===== src/rtl/bm_stmt_param_seq_pkg.sv =====
// Shared definitions for the bm_stmt_* statement-coverage benchmarks.
// The state codes are fixed so that every benchmark in the family reports
// IDLE=0, LOAD=1, RUN=2, DONE=3 on its out_state port.
package bm_stmt_param_seq_pkg;

  localparam int STATE_BITS = 2;

  typedef enum logic [STATE_BITS-1:0] {
    ST_IDLE = 2'd0,
    ST_LOAD = 2'd1,
    ST_RUN  = 2'd2,
    ST_DONE = 2'd3
  } state_t;

endpackage


===== src/rtl/bm_stmt_prio_enc.sv =====
// bm_stmt_prio_enc: registered highest-set-bit priority encoder.
// Only built when BM_STMT_PRIO_EN is defined; the default build has no
// encoder logic at all, so this file is empty there.
`ifdef BM_STMT_PRIO_EN
module bm_stmt_prio_enc #(
  parameter int BITS = 4
) (
  input  logic            clock,
  input  logic            reset_n,
  input  logic [BITS-1:0] a_in,
  output logic [BITS-1:0] out_prio,
  output logic            out_prio_vld
);

  logic [BITS-1:0] prio_next;

  // Scan low to high so the highest set bit wins; unrolls to an if/else-if chain.
  always_comb begin
    prio_next = '0;
    for (int i = 0; i < BITS; i++) begin
      if (a_in[i]) begin
        prio_next = BITS'(i);
      end
    end
  end

  // Register the encoded index and the any-bit-set flag.
  always_ff @(posedge clock or negedge reset_n) begin
    if (!reset_n) begin
      out_prio     <= '0;
      out_prio_vld <= 1'b0;
    end else begin
      out_prio     <= prio_next;
      out_prio_vld <= |a_in;
    end
  end

endmodule
`endif


===== src/rtl/bm_stmt_param_seq.sv =====
// bm_stmt_param_seq: parametrised statement-coverage micro benchmark.
// Registered inverter, b_in shift history, a 4-state start/count FSM with a
// bounded event counter, and an optional priority encoder enabled by
// defining BM_STMT_PRIO_EN (outputs tie to 0 otherwise).
module bm_stmt_param_seq
  import bm_stmt_param_seq_pkg::*;
#(
  parameter int BITS     = 4,
  parameter int CNT_BITS = 3
) (
  input  logic                  clock,
  input  logic                  reset_n,
  input  logic [BITS-1:0]       a_in,
  input  logic                  b_in,
  input  logic                  start,
  output logic [BITS-1:0]       out_inv,
  output logic [BITS-1:0]       out_hist,
  output logic [1:0]            out_state,
  output logic [CNT_BITS-1:0]   out_count,
  output logic                  out_done,
  output logic [BITS-1:0]       out_prio,
  output logic                  out_prio_vld
);

  state_t              state, state_next;
  logic [CNT_BITS-1:0] count, count_next;
  logic [CNT_BITS-1:0] limit, limit_next;
  logic [BITS-1:0]     inv_next;

  // Bitwise complement written as a per-bit case so each arm is a statement.
  always_comb begin
    inv_next = '0;
    for (int i = 0; i < BITS; i++) begin
      case (a_in[i])
        1'b1:    inv_next[i] = 1'b0;
        default: inv_next[i] = 1'b1;
      endcase
    end
  end

  // Datapath registers: inverted operand and b_in history (newest in bit 0).
  always_ff @(posedge clock or negedge reset_n) begin
    if (!reset_n) begin
      out_inv  <= '0;
      out_hist <= '0;
    end else begin
      out_inv  <= inv_next;
      out_hist <= {out_hist[BITS-2:0], b_in};
    end
  end

  // FSM state, event counter and captured limit.
  always_ff @(posedge clock or negedge reset_n) begin
    if (!reset_n) begin
      state <= ST_IDLE;
      count <= '0;
      limit <= '0;
    end else begin
      state <= state_next;
      count <= count_next;
      limit <= limit_next;
    end
  end

  // Next-state logic; in RUN a restart beats both completion and counting,
  // and the count stops at limit so it can never wrap.
  always_comb begin
    state_next = state;
    count_next = count;
    limit_next = limit;
    case (state)
      ST_IDLE: begin
        if (start) begin
          limit_next = a_in[CNT_BITS-1:0];
          state_next = ST_LOAD;
        end
      end
      ST_LOAD: begin
        count_next = '0;
        state_next = ST_RUN;
      end
      ST_RUN: begin
        if (start) begin
          limit_next = a_in[CNT_BITS-1:0];
          state_next = ST_LOAD;
        end else if (count == limit) begin
          state_next = ST_DONE;
        end else if (b_in) begin
          count_next = count + 1'b1;
        end
      end
      ST_DONE: begin
        state_next = ST_IDLE;
      end
      default: begin
        state_next = ST_IDLE;
      end
    endcase
  end

  assign out_state = state;
  assign out_count = count;
  assign out_done  = (state == ST_DONE);

`ifdef BM_STMT_PRIO_EN
  bm_stmt_prio_enc #(
    .BITS(BITS)
  ) u_prio (
    .clock       (clock),
    .reset_n     (reset_n),
    .a_in        (a_in),
    .out_prio    (out_prio),
    .out_prio_vld(out_prio_vld)
  );
`else
  assign out_prio     = '0;
  assign out_prio_vld = 1'b0;
`endif

endmodule


===== config.mk =====
export PLATFORM = sky130hd
export DESIGN_NAME = bm_stmt_param_seq
export DESIGN_NICKNAME = d
export VERILOG_FILES = /design/src/rtl/bm_stmt_param_seq_pkg.sv /design/src/rtl/bm_stmt_prio_enc.sv /design/src/rtl/bm_stmt_param_seq.sv
export SDC_FILE = /design/constraint.sdc
export NUM_CORES = 1
export LEC_CHECK = 0
export ABC_AREA = 1
export CAP_MARGIN = 20
export CORE_MARGIN = 2
export CORE_UTILIZATION = 42
export DETAILED_ROUTE_END_ITERATION = 10
export HOLD_SLACK_MARGIN = 0.15
export PLACE_DENSITY_LB_ADDON = 0.15
export SYNTH_ARGS = -nofsm -noshare
export SYNTH_HDL_FRONTEND = slang
export SYNTH_SLANG_ARGS = --single-unit

===== constraint.sdc =====
create_clock -name clock -period 3.15 [get_ports clock]
set_input_delay 0.945 -clock clock [delete_from_list [all_inputs] [get_ports clock]]
set_output_delay 0.945 -clock clock [all_outputs]
set_load 0.1 [all_outputs]

# ---- Word level (Yosys, flattened, before mapping)
# Index checks and enable logic that the tools add are counted.
dict set report totals {
  register_bits 16
  in_bits 8
  output_inout_bits 19
  word_cells 33
}
dict set report op_classes {
  addsub 1
  n_eq_ne 9
  muxes 12
  n_reduce_logical 6
}
# op count
set ops {}
lappend ops {{3-bit 2-to-1 mux} 3}
lappend ops {{2-bit != test, second input constant} 4}
lappend ops {{2-bit one-hot mux with 4 select lines} 1}
lappend ops {{2-bit 2-to-1 mux} 3}
lappend ops {{3-bit one-hot mux with 2 select lines} 1}
lappend ops {{2-bit == test, second input constant} 2}
lappend ops {{1-bit 2-to-1 mux} 4}
lappend ops {{2-bit AND reduction} 2}
lappend ops {{4-bit AND reduction} 1}
lappend ops {{3-bit by 1-bit adder with 3-bit output, second input constant} 1}
lappend ops {{3-bit == test} 1}
lappend ops {{3-bit != test, second input constant} 1}
lappend ops {{2-bit by 1-bit == test with 1-bit output, second input constant} 1}
lappend ops {{2-bit zero test} 1}
lappend ops {{2-bit nonzero test} 1}
lappend ops {{2-bit OR reduction} 1}

# ---- Depth between registers and ports, before layout
# Gate-level depths: netlist (run 1).
dict set report depth {
  depth_word 5
  ltp_mapped 7
  mapped_depth_nobuf 7
}

# ---- Least setup slack after synthesis (run 1)
# No wires, ideal clock.
dict set report synth_path {
  kind {reg2out}
  start {reg state[0] (netlist: out_state[0])}
  end {out out_done}
  t_arrival_ps 1666
  required_ps 2205
  slack_ps 539
  stages_incl_launch_ff 3
  n_path_buf 0
  cell_sequence {dfrtp_1 -> nand2_1 -> inv_1}
}
dict set report synth_via {
  elab_chain_cells 1
}
# item line
set synth_rtl {}
lappend synth_rtl {{from (decl)} bm_stmt_param_seq.sv:25} ;# state_t state, state_next;
lappend synth_rtl {{from (signal assigned)} bm_stmt_param_seq.sv:59} ;# state <= state_next;
lappend synth_rtl {{2-bit == test} bm_stmt_param_seq.sv:103} ;# assign out_done = (state == ST_DONE);
lappend synth_rtl {{to (decl)} bm_stmt_param_seq.sv:20} ;# output logic out_done,
# Every way passes these cells.

# ---- Worst setup path in the final report (run 1)
# Same ends and word-level chain as after synthesis.

==> results.txt, run 1 <==
ANT nets after route - 0
routability congestion estimate from global placement - 0.698
leakage - 0.456 nW
Port-buffer cells - 21
max-cap viol count - 0
Clk pin slew, worst setup/hold paths - 80 ps
Critical Path Fanout Max - 3
fin util - 0.573
largest net degree at the start of global routing - 17
TNS Setup - 0 ps
Via Count - 474
slowest stage delay, CP - 400 ps
R2R Path End - out_count[2]
drt initial violations - 5
Final Hold Fails - 0
distinct cell type count after synthesis - 15
drt pass-1 iters - 4
final setup margin - 1150 ps
Post-CTS Hold Buffers - 0
Ports - 27
CTS Buffer Depth - 2
RSZ-0062 raised after global routing - no
part of the power in combinational logic - 0.513
FP Rows - 14
Levels on crit path - 3
Setup violations, final - 0
initial core utilization - 0.444
Crit. End Element - primary output
chip width - 43.9 um
min-delay src - out_hist[1]
cell area after synthesis - 668 um^2
clock net sink count - 16
worst slew pin tran - 681 ps
DRC Markers - 0
dpl hpwl - 840 um
CP Launch Type - flop
Yosys Warn Count - 0
total CTS buffers - 3
Buf/Inv on CP - 2
Slew Limit Fails - 0
nets@finish - 100
Core Box Area - 1510 um^2
Reg2Reg Setup Slack - 1990 ps
Final Routed Wirelength - 1080 um
dominant cells by area after synthesis - dfrtp_1, nand2_1, buf_4
pre-CTS setup slack - 1100 ps
Die Span Y - 43.9 um
first-pass GRT wire length - 1810 um
power per cell area - 890 nW/um^2
HP Class - flop to flop
crit-path cells - nand2_1, inv_1, buf_4
Max VDD drop - 0.000665 V
vias per inst - 4.51
worst hold path depth - 0
leading cell type in the layout, fill and taps excluded - dfrtp_1
Mapped Cells - 66
fin crit period - 2000 ps
wire per inst - 10.2 um
most frequent cells in the layout - dfrtp_1, nand2_1, buf_4
total congestion overflow - 0
initial antenna violation count - 0
Syn-to-layout area delta - 29.2%
Sw Pwr - 401 uW
data required time of the worst path - 2200 ps
post-cts resize count - 0
Top delay family on crit path - flip-flops
vias in the first global route - 419
Synth top area share - 0.599
hold_ws - 380 ps
cell taking the most area after synthesis - dfrtp_1
Hold EP - out_hist[2]
#FFs+latches synth - 16
clock network power share - 0.130
average instance area after synthesis - 10.1 um^2
sequential-to-total area share from yosys stat - 0.599
outcome - finished clean
diode count - 0
slowest stage cell, crit path - dfrtp_1
Reg power frac - 0.357
layout cell share with drive strength beyond 1 - 0.258
Worst-Skew Late Latency - 270 ps
GR Util All Layers - 0.133
Tcrit/Tclk final - 0.636
RR Startpoint - out_state[0]
clk_skew - 4.05 ps
WP data arrival - 1060 ps
Worst R2R Path Depth - 6
achievable frequency - 499 MHz
# Post-CTS Setup Buffers - 0
H-Tree Depth - 1
clk root buf - clkbuf_4
Slew HR - 0.545
die area - 1930 um^2
critical path class - flop to primary output
Int Pwr - 368 uW
CTS tree - done
sw frac - 0.521
kinds of logic after synthesis:
logic type | share of synthesized area
AND/OR/NAND/NOR | 0.200
flip-flops | 0.599
buffers and inverters | 0.112
AO/OA/AOI/OAI | 0.0374
XOR/XNOR | 0.0262
adder cells (fa/ha/maj) | 0.0187
other | 0.00561
how the worst max path moves through the flow:
stage	startpoint	end	slack [ps]
2_1_floorplan	out_state[0]	out_done	540
3_3_place_gp	start	out_count[1]	1140
3_5_place_dp	start	out_count[2]	1100
4_1_cts	out_state[1]	out_done	1130
5_1_grt	out_state[1]	out_done	1050
6_report	out_state[0]	out_done	1150
state kept, by name, indices dropped and copies added, names as in the netlist:
register and cells:
limit 3, out_hist 4, out_count 3, out_inv 4, out_state 2
stage by stage:
stage          power, mW  std cells  instance area (um^2)
2_1_floorplan      0.597         70                   683
3_3_place_gp       0.673        102                   841
3_5_place_dp       0.676        102                   841
4_1_cts            0.778        105                   863
5_1_grt            0.811        105                   863
6_report           0.768        105                   863
per-layer routing:
metal / share of wire / global-route usage / wire, um
met5: 0 / 0 / 0
met4: 0.0093 / 0.0909 / 10
met3: 0.071 / 0.0417 / 76
met2: 0.49 / 0.194 / 528
met1: 0.43 / 0.166 / 461
worst register-to-register path: stages, from the launching register on:
cell	delay [ps]
dfrtp_1	410
inv_2	80
nand2_2	80
nor3b_4	250
nand2_2	100
nand3_1	80
nand2_1	50
cell usage after synthesis, drive strengths merged:
master   n
buf      5
conb     1
dfrtp   16
ha       1
inv     10
nand2   16
nand3    7
nor2     1
nor3b    1
o21ai    5
or2      1
xnor2    2
area by class of cell:
class,count,area (um^2)
Inverter,10,37.5
Timing Repair Buffer,21,175
Tap cell,16,20.0
Clock buffer,3,22.5
Fill cell,138,643
Sequential cell,16,400
Multi-Input combinational cell,39,208
power groups by stage:
stage          clock (mW)  combinational, mW  sequential, mW
5_1_grt             0.115              0.414           0.282
3_5_place_dp            0              0.397           0.278
2_1_floorplan           0              0.149           0.448
4_1_cts             0.105              0.398           0.275
3_3_place_gp            0              0.394           0.279
6_report           0.0998              0.394           0.275
Power figures use the tool's default switching activity.
==> run 2: changes to the inputs <==
--- a/config.mk
+++ b/config.mk
@@ -8,7 +8,7 @@
 export ABC_AREA = 1
 export CAP_MARGIN = 20
 export CORE_MARGIN = 2
-export CORE_UTILIZATION = 42
+export CORE_UTILIZATION = 40
 export DETAILED_ROUTE_END_ITERATION = 10
 export HOLD_SLACK_MARGIN = 0.15
 export PLACE_DENSITY_LB_ADDON = 0.15
==> constraint.sdc (replaced) <==
create_clock -name clock -period 1.96 [get_ports clock]
set_input_delay 0.588 -clock clock [delete_from_list [all_inputs] [get_ports clock]]
set_output_delay 0.588 -clock clock [all_outputs]
set_load 0.1 [all_outputs]
==> run 2 against run 1 <==
Clock power is 120% higher. Register-to-register slack worse by 1200 ps. Die area is 4.5% higher. Utilization up 12 points. Largest power group unchanged. Highest routed layer unchanged.
==> results.txt, run 2 (synthesis gave the netlist of run 1 again) <==
CP Launch Type - flop
chip width - 44.9 um (+2.2%)
Setup violations, final - 0 (unchanged)
Critical Path Fanout Max - 3 (unchanged)
power per cell area - 1360 nW/um^2 (+53%)
initial antenna violation count - 0 (unchanged)
Area after DPL - 1030 um^2 (+22%)
WP data arrival - 1130 ps (+70 ps)
TNS Setup - 0 ps (unchanged)
# Post-CTS Setup Buffers - 0 (unchanged)
Slew Limit Fails - 0 (unchanged)
part of the power in combinational logic - 0.525 (+0.012)
DRC Markers - 0 (unchanged)
CTS Buffer Depth - 2 (unchanged)
CP endpoint - out_done
Reg2Reg Setup Slack - 770 ps (-1220 ps)
achievable frequency - 581 MHz
Sw Pwr - 697 uW (+74%)
FP Rows - 14 (unchanged)
Post-CTS Hold Buffers - 0 (unchanged)
sw frac - 0.481 (-0.0405)
clock network power share - 0.151 (+0.021)
first-pass GRT wire length - 2330 um (+29%)
worst hold path depth - 0 (unchanged)
RR Startpoint - out_state[0]
total CTS buffers - 3 (unchanged)
HP Class - flop to flop
Port-buffer cells - 21 (unchanged)
largest net degree at the start of global routing - 17 (unchanged)
clk root buf - clkbuf_4
Worst R2R Path Depth - 6 (unchanged)
fin crit period - 1720 ps
leakage - 0.512 nW (+12%)
R2R Path End - out_count[1]
ANT nets after route - 0 (unchanged)
max-cap viol count - 0 (unchanged)
H-Tree Depth - 1 (unchanged)
Worst-Skew Late Latency - 280 ps (about the same)
Via Count - 497 (+4.9%)
Reg power frac - 0.324 (-0.033)
outcome - finished clean
routability congestion estimate from global placement - 0.725 (+3.8%)
dpl hpwl - 987 um (+17%)
Core Box Area - 1540 um^2 (+2.3%)
Clk pin slew, worst setup/hold paths - 90 ps (about the same)
diode count - 0 (unchanged)
Largest regs - out_hist: 4 flops, out_inv: 4 flops
clock net sink count - 16 (unchanged)
Final Routed Wirelength - 1290 um (+19%)
clk_skew - 1.01 ps (-3.04 ps)
post-cts resize count - 0 (unchanged)
initial core utilization - 0.433 (-0.0101)
Die Span Y - 44.9 um (+2.2%)
die area - 2010 um^2 (+4.5%)
Layout Cells excl Fill - 107 (+1.9%)
layout cell share with drive strength beyond 1 - 0.308 (+0.0493)
most frequent cells in the layout - nand2_1, dfrtp_1, buf_12
vias per inst - 4.64 (+2.9%)
Final Hold Fails - 0 (unchanged)
Tcrit/Tclk final - 0.878
critical path class - flop to primary output
CTS tree - done
vias in the first global route - 529 (+26%)
GR Util All Layers - 0.166 (+0.0331)
Syn-to-layout area delta - 59.6%
CP startpoint - out_state[0]
placed cell count - 103 (+0.98%)
data required time of the worst path - 1370 ps (-830 ps)
total congestion overflow - 0 (unchanged)
nets@finish - 101 (+1.0%)
wire per inst - 12.0 um (+17%)
RSZ-0062 raised after global routing - no
drt initial violations - 13 (+8)
Max VDD drop - 0.00111 V (+67%)
Int Pwr - 752 uW (+100%)
Ports - 27 (unchanged)
Finished Cell Area - 1070 um^2 (+23%)
Crit. End Element - primary output
drt pass-1 iters - 4 (unchanged)
Layout fillers - 104 (-25%)
-- run 2: how the worst min path moves through the flow --
stage           startpoint  slack [ps]           to
2_1_floorplan      reset_n         290     limit[0]
3_3_place_gp   out_hist[2]         420  out_hist[3]
3_5_place_dp   out_hist[1]         420  out_hist[2]
4_1_cts        out_hist[1]         440  out_hist[2]
5_1_grt        out_hist[2]         450  out_hist[3]
6_report       out_hist[1]         440  out_hist[2]
-- run 2: critical path, stage by stage, from the launching register on --
cell        delay (ps)
dfrtp_2            450
nand2_1            120
clkinvlp_4         110
buf_12             170
-- run 2: power groups by stage --
| stage | clock network (mW) | logic, mW | registers, mW |
|---|---|---|---|
| 2_1_floorplan | 0 | 0.243 | 0.724 |
| 3_3_place_gp | 0 | 0.753 | 0.473 |
| 3_5_place_dp | 0 | 0.760 | 0.476 |
| 4_1_cts | 0.224 | 0.763 | 0.472 |
| 5_1_grt | 0.236 | 0.794 | 0.481 |
| 6_report | 0.219 | 0.760 | 0.470 |
-- run 2: stage by stage --
step / setup WS [ps] / hold slack (ps) / util / total power, mW
after detailed placement: 255 / 417 / 0.668 / 1.24
after CTS: 222 / 439 / 0.692 / 1.46
after global routing: 206 / 452 / 0.692 / 1.51
after global placement: 306 / 416 / 0.668 / 1.23
final: 240 / 438 / 0.692 / 1.45
after floorplan: 154 / 292 / - / 0.967
-- run 2: metal layers --
metal | global-route usage | vias up | share of wire
met1 | 0.193 | 231 | 0.39
li1 | - | 244 | -
met4 | 0.0765 | 0 | 0.015
met2 | 0.275 | 18 | 0.53
met3 | 0.0560 | 4 | 0.065
met5 | 0 | - | 0
-- run 2: layout make-up --
class,count,area (um^2),share of cell area
clock buffer,4,36.3,0.0340
inverter,10,41.3,0.0387
multi-input combinational,39,208,0.195
sequential,16,403,0.378
tap,16,20.0,0.0188
timing repair buffer,22,358,0.336
==> run 3: changes to the inputs <==
--- a/config.mk
+++ b/config.mk
@@ -10,6 +10,7 @@
 export CORE_MARGIN = 2
 export CORE_UTILIZATION = 40
 export DETAILED_ROUTE_END_ITERATION = 10
+export GPL_TIMING_DRIVEN = 0
 export HOLD_SLACK_MARGIN = 0.15
 export PLACE_DENSITY_LB_ADDON = 0.15
 export SYNTH_ARGS = -nofsm -noshare
==> run 3 against run 2 <==
Die area unchanged. Sequential power fell by 5.3%. Global-route usage decreased by 1.4 points. Routed wire length is 7.4% lower. First-iteration DRC count fell by 77%. Hold slack worse by 58 ps. Final area is 9.3% lower. Clock-buffer cell count did not move. Critical path depth shrank 2. Critical path type unchanged.
==> results.txt, run 3 (synthesis gave the netlist of run 1 again) <==
CP Launch Type - flop
total CTS buffers - 3 (unchanged)
chip width - 44.9 um (unchanged)
dpl hpwl - 874 um (-11%)
H-Tree Depth - 1 (unchanged)
Layout fillers - 142 (+37%)
Area after DPL - 920 um^2 (-11%)
HP Class - flop to flop
DRC Markers - 0 (unchanged)
TNS Setup - 0 ps (unchanged)
diode count - 0 (unchanged)
Final Hold Fails - 0 (unchanged)
crit-path cells - clkdlybuf4s15_2
initial core utilization - 0.433 (unchanged)
first-pass GRT wire length - 2130 um (-8.6%)
most frequent cells in the layout - nand2_1, dfrtp_1, clkdlybuf4s15_2
Slew Limit Fails - 0 (unchanged)
slowest stage cell, crit path - clkdlybuf4s15_2
total power - 1.31 mW (-9.5%)
Clk pin slew, worst setup/hold paths - 100 ps (about the same)
drt initial violations - 3 (-10)
Crit. End Element - primary output
Critical Path Fanout Max - 5 (+2)
drt pass-1 iters - 2 (-2)
CTS tree - done
largest net degree at the start of global routing - 17 (unchanged)
wire per inst - 10.7 um (-11%)
fin crit period - 1890 ps (+173 ps)
die area - 2010 um^2 (unchanged)
Final Routed Wirelength - 1190 um (-7.4%)
total congestion overflow - 0 (unchanged)
GR Util All Layers - 0.152 (-0.0136)
Buf/Inv on CP - 1 (-1)
Finished Cell Area - 967 um^2 (-9.3%)
nets@finish - 105 (+4.0%)
power per cell area - 1350 nW/um^2 (-0.28%)
Via Count - 495 (-0.40%)
CTS Buffer Depth - 2 (unchanged)
outcome - finished clean
max-cap viol count - 0 (unchanged)
clk_skew - 7.10 ps (+6.09 ps)
slowest stage delay, CP - 580 ps (+130 ps)
initial antenna violation count - 0 (unchanged)
critical path class - flop to primary output
Largest regs - out_hist: 4 flops, out_inv: 4 flops
data required time of the worst path - 1370 ps (about the same)
vias per inst - 4.46 (-4.0%)
ANT nets after route - 0 (unchanged)
routability congestion estimate from global placement - 0.679 (-6.3%)
Setup violations, final - 0 (unchanged)
WP data arrival - 1310 ps (+180 ps)
Core Box Area - 1540 um^2 (unchanged)
Syn-to-layout area delta - 44.8%
clk root buf - clkbuf_4
layout cell share with drive strength beyond 1 - 0.337 (+0.0291)
achievable frequency - 528 MHz (-9.1%)
FP Rows - 14 (unchanged)
Layout Cells excl Fill - 111 (+3.7%)
hold_ws - 380 ps (-57.8 ps)
Slew HR - 0.534
Max VDD drop - 0.000818 V (-27%)
Top delay family on crit path - buffers and inverters
Ports - 27 (unchanged)
vias in the first global route - 508 (-4.0%)
placed cell count - 107 (+3.9%)
leakage - 0.472 nW (-7.8%)
Tcrit/Tclk final - 0.966 (+0.0884)
worst slew pin tran - 697 ps
clock net sink count - 16 (unchanged)
Worst-Skew Late Latency - 290 ps (about the same)
Die Span Y - 44.9 um (unchanged)
Port-buffer cells - 21 (unchanged)
RSZ-0062 raised after global routing - no
==> run 3: changes by cell type in the layout (fill, tap and decap cells not counted) <==
| cell | previous run | this run |
|---|---|---|
| buf_4 | 1 | 5 |
| buf_12 | 14 | 0 |
| buf_2 | 0 | 1 |
| clkdlybuf4s15_2 | 0 | 13 |
==> run 3: path summary, 6_finish.rpt <==
kind                              start            to  slack, ps  cells past startpoint
hold / removal              out_hist[2]   out_hist[3]        380                      0
hold reg to reg             out_hist[2]   out_hist[3]        380                      0
setup reg to reg           out_state[0]  out_count[1]        790                      6
min in group asynchronous       reset_n      limit[2]        710                      1
setup / recovery           out_count[2]  out_count[2]         70                      1
max in group asynchronous       reset_n  out_state[1]        770                      1
==> run 3: cell type report <==
class	instances	area, um^2	share of cell area
Inverter	10	41.3	0.0427
Timing Repair Buffer	21	221	0.229
Tap cell	16	20.0	0.0207
Sequential cell	16	403	0.417
Multi-Input combinational cell	39	208	0.215
Buffer	5	37.5	0.0388
Clock buffer	4	36.3	0.0375
==> run 3: stage by stage <==
step                 util  setup slack [ps]
global route        0.627              16.5
CTS                 0.627              57.9
detailed placement  0.597              -267
global placement    0.597              -265
floorplan               -               154
finish              0.627              66.4
==> run 3: power breakdown <==
part / leakage, nW / total, mW / internal (mW) / switching, mW
registers: 0.194 / 0.445 / 0.392 / 0.0537
logic: 0.257 / 0.645 / 0.139 / 0.506
clock network: 0.0210 / 0.220 / 0.113 / 0.107
total: 0.472 / 1.31 / 0.644 / 0.667
==> run 3: routing by layer <==
metal,part of all wire,wire (um),vias to the layer above,GRT usage
li1,-,-,254,-
met1,0.41,489,221,0.164
met2,0.50,594,16,0.258
met3,0.064,76,4,0.0280
met4,0.025,30,0,0.124
met5,0,0,-,0
==> run 3: timing repair <==
| action | 4_1_cts | 5_1_grt |
|---|---|---|
| hold buffers | 0 | 0 |
| resized for setup | 44 | 0 |
| endpoints found under the setup margin | 14 | 0 |
| buffers inserted | 0 | 0 |
| endpoints found under the hold margin | 0 | 0 |
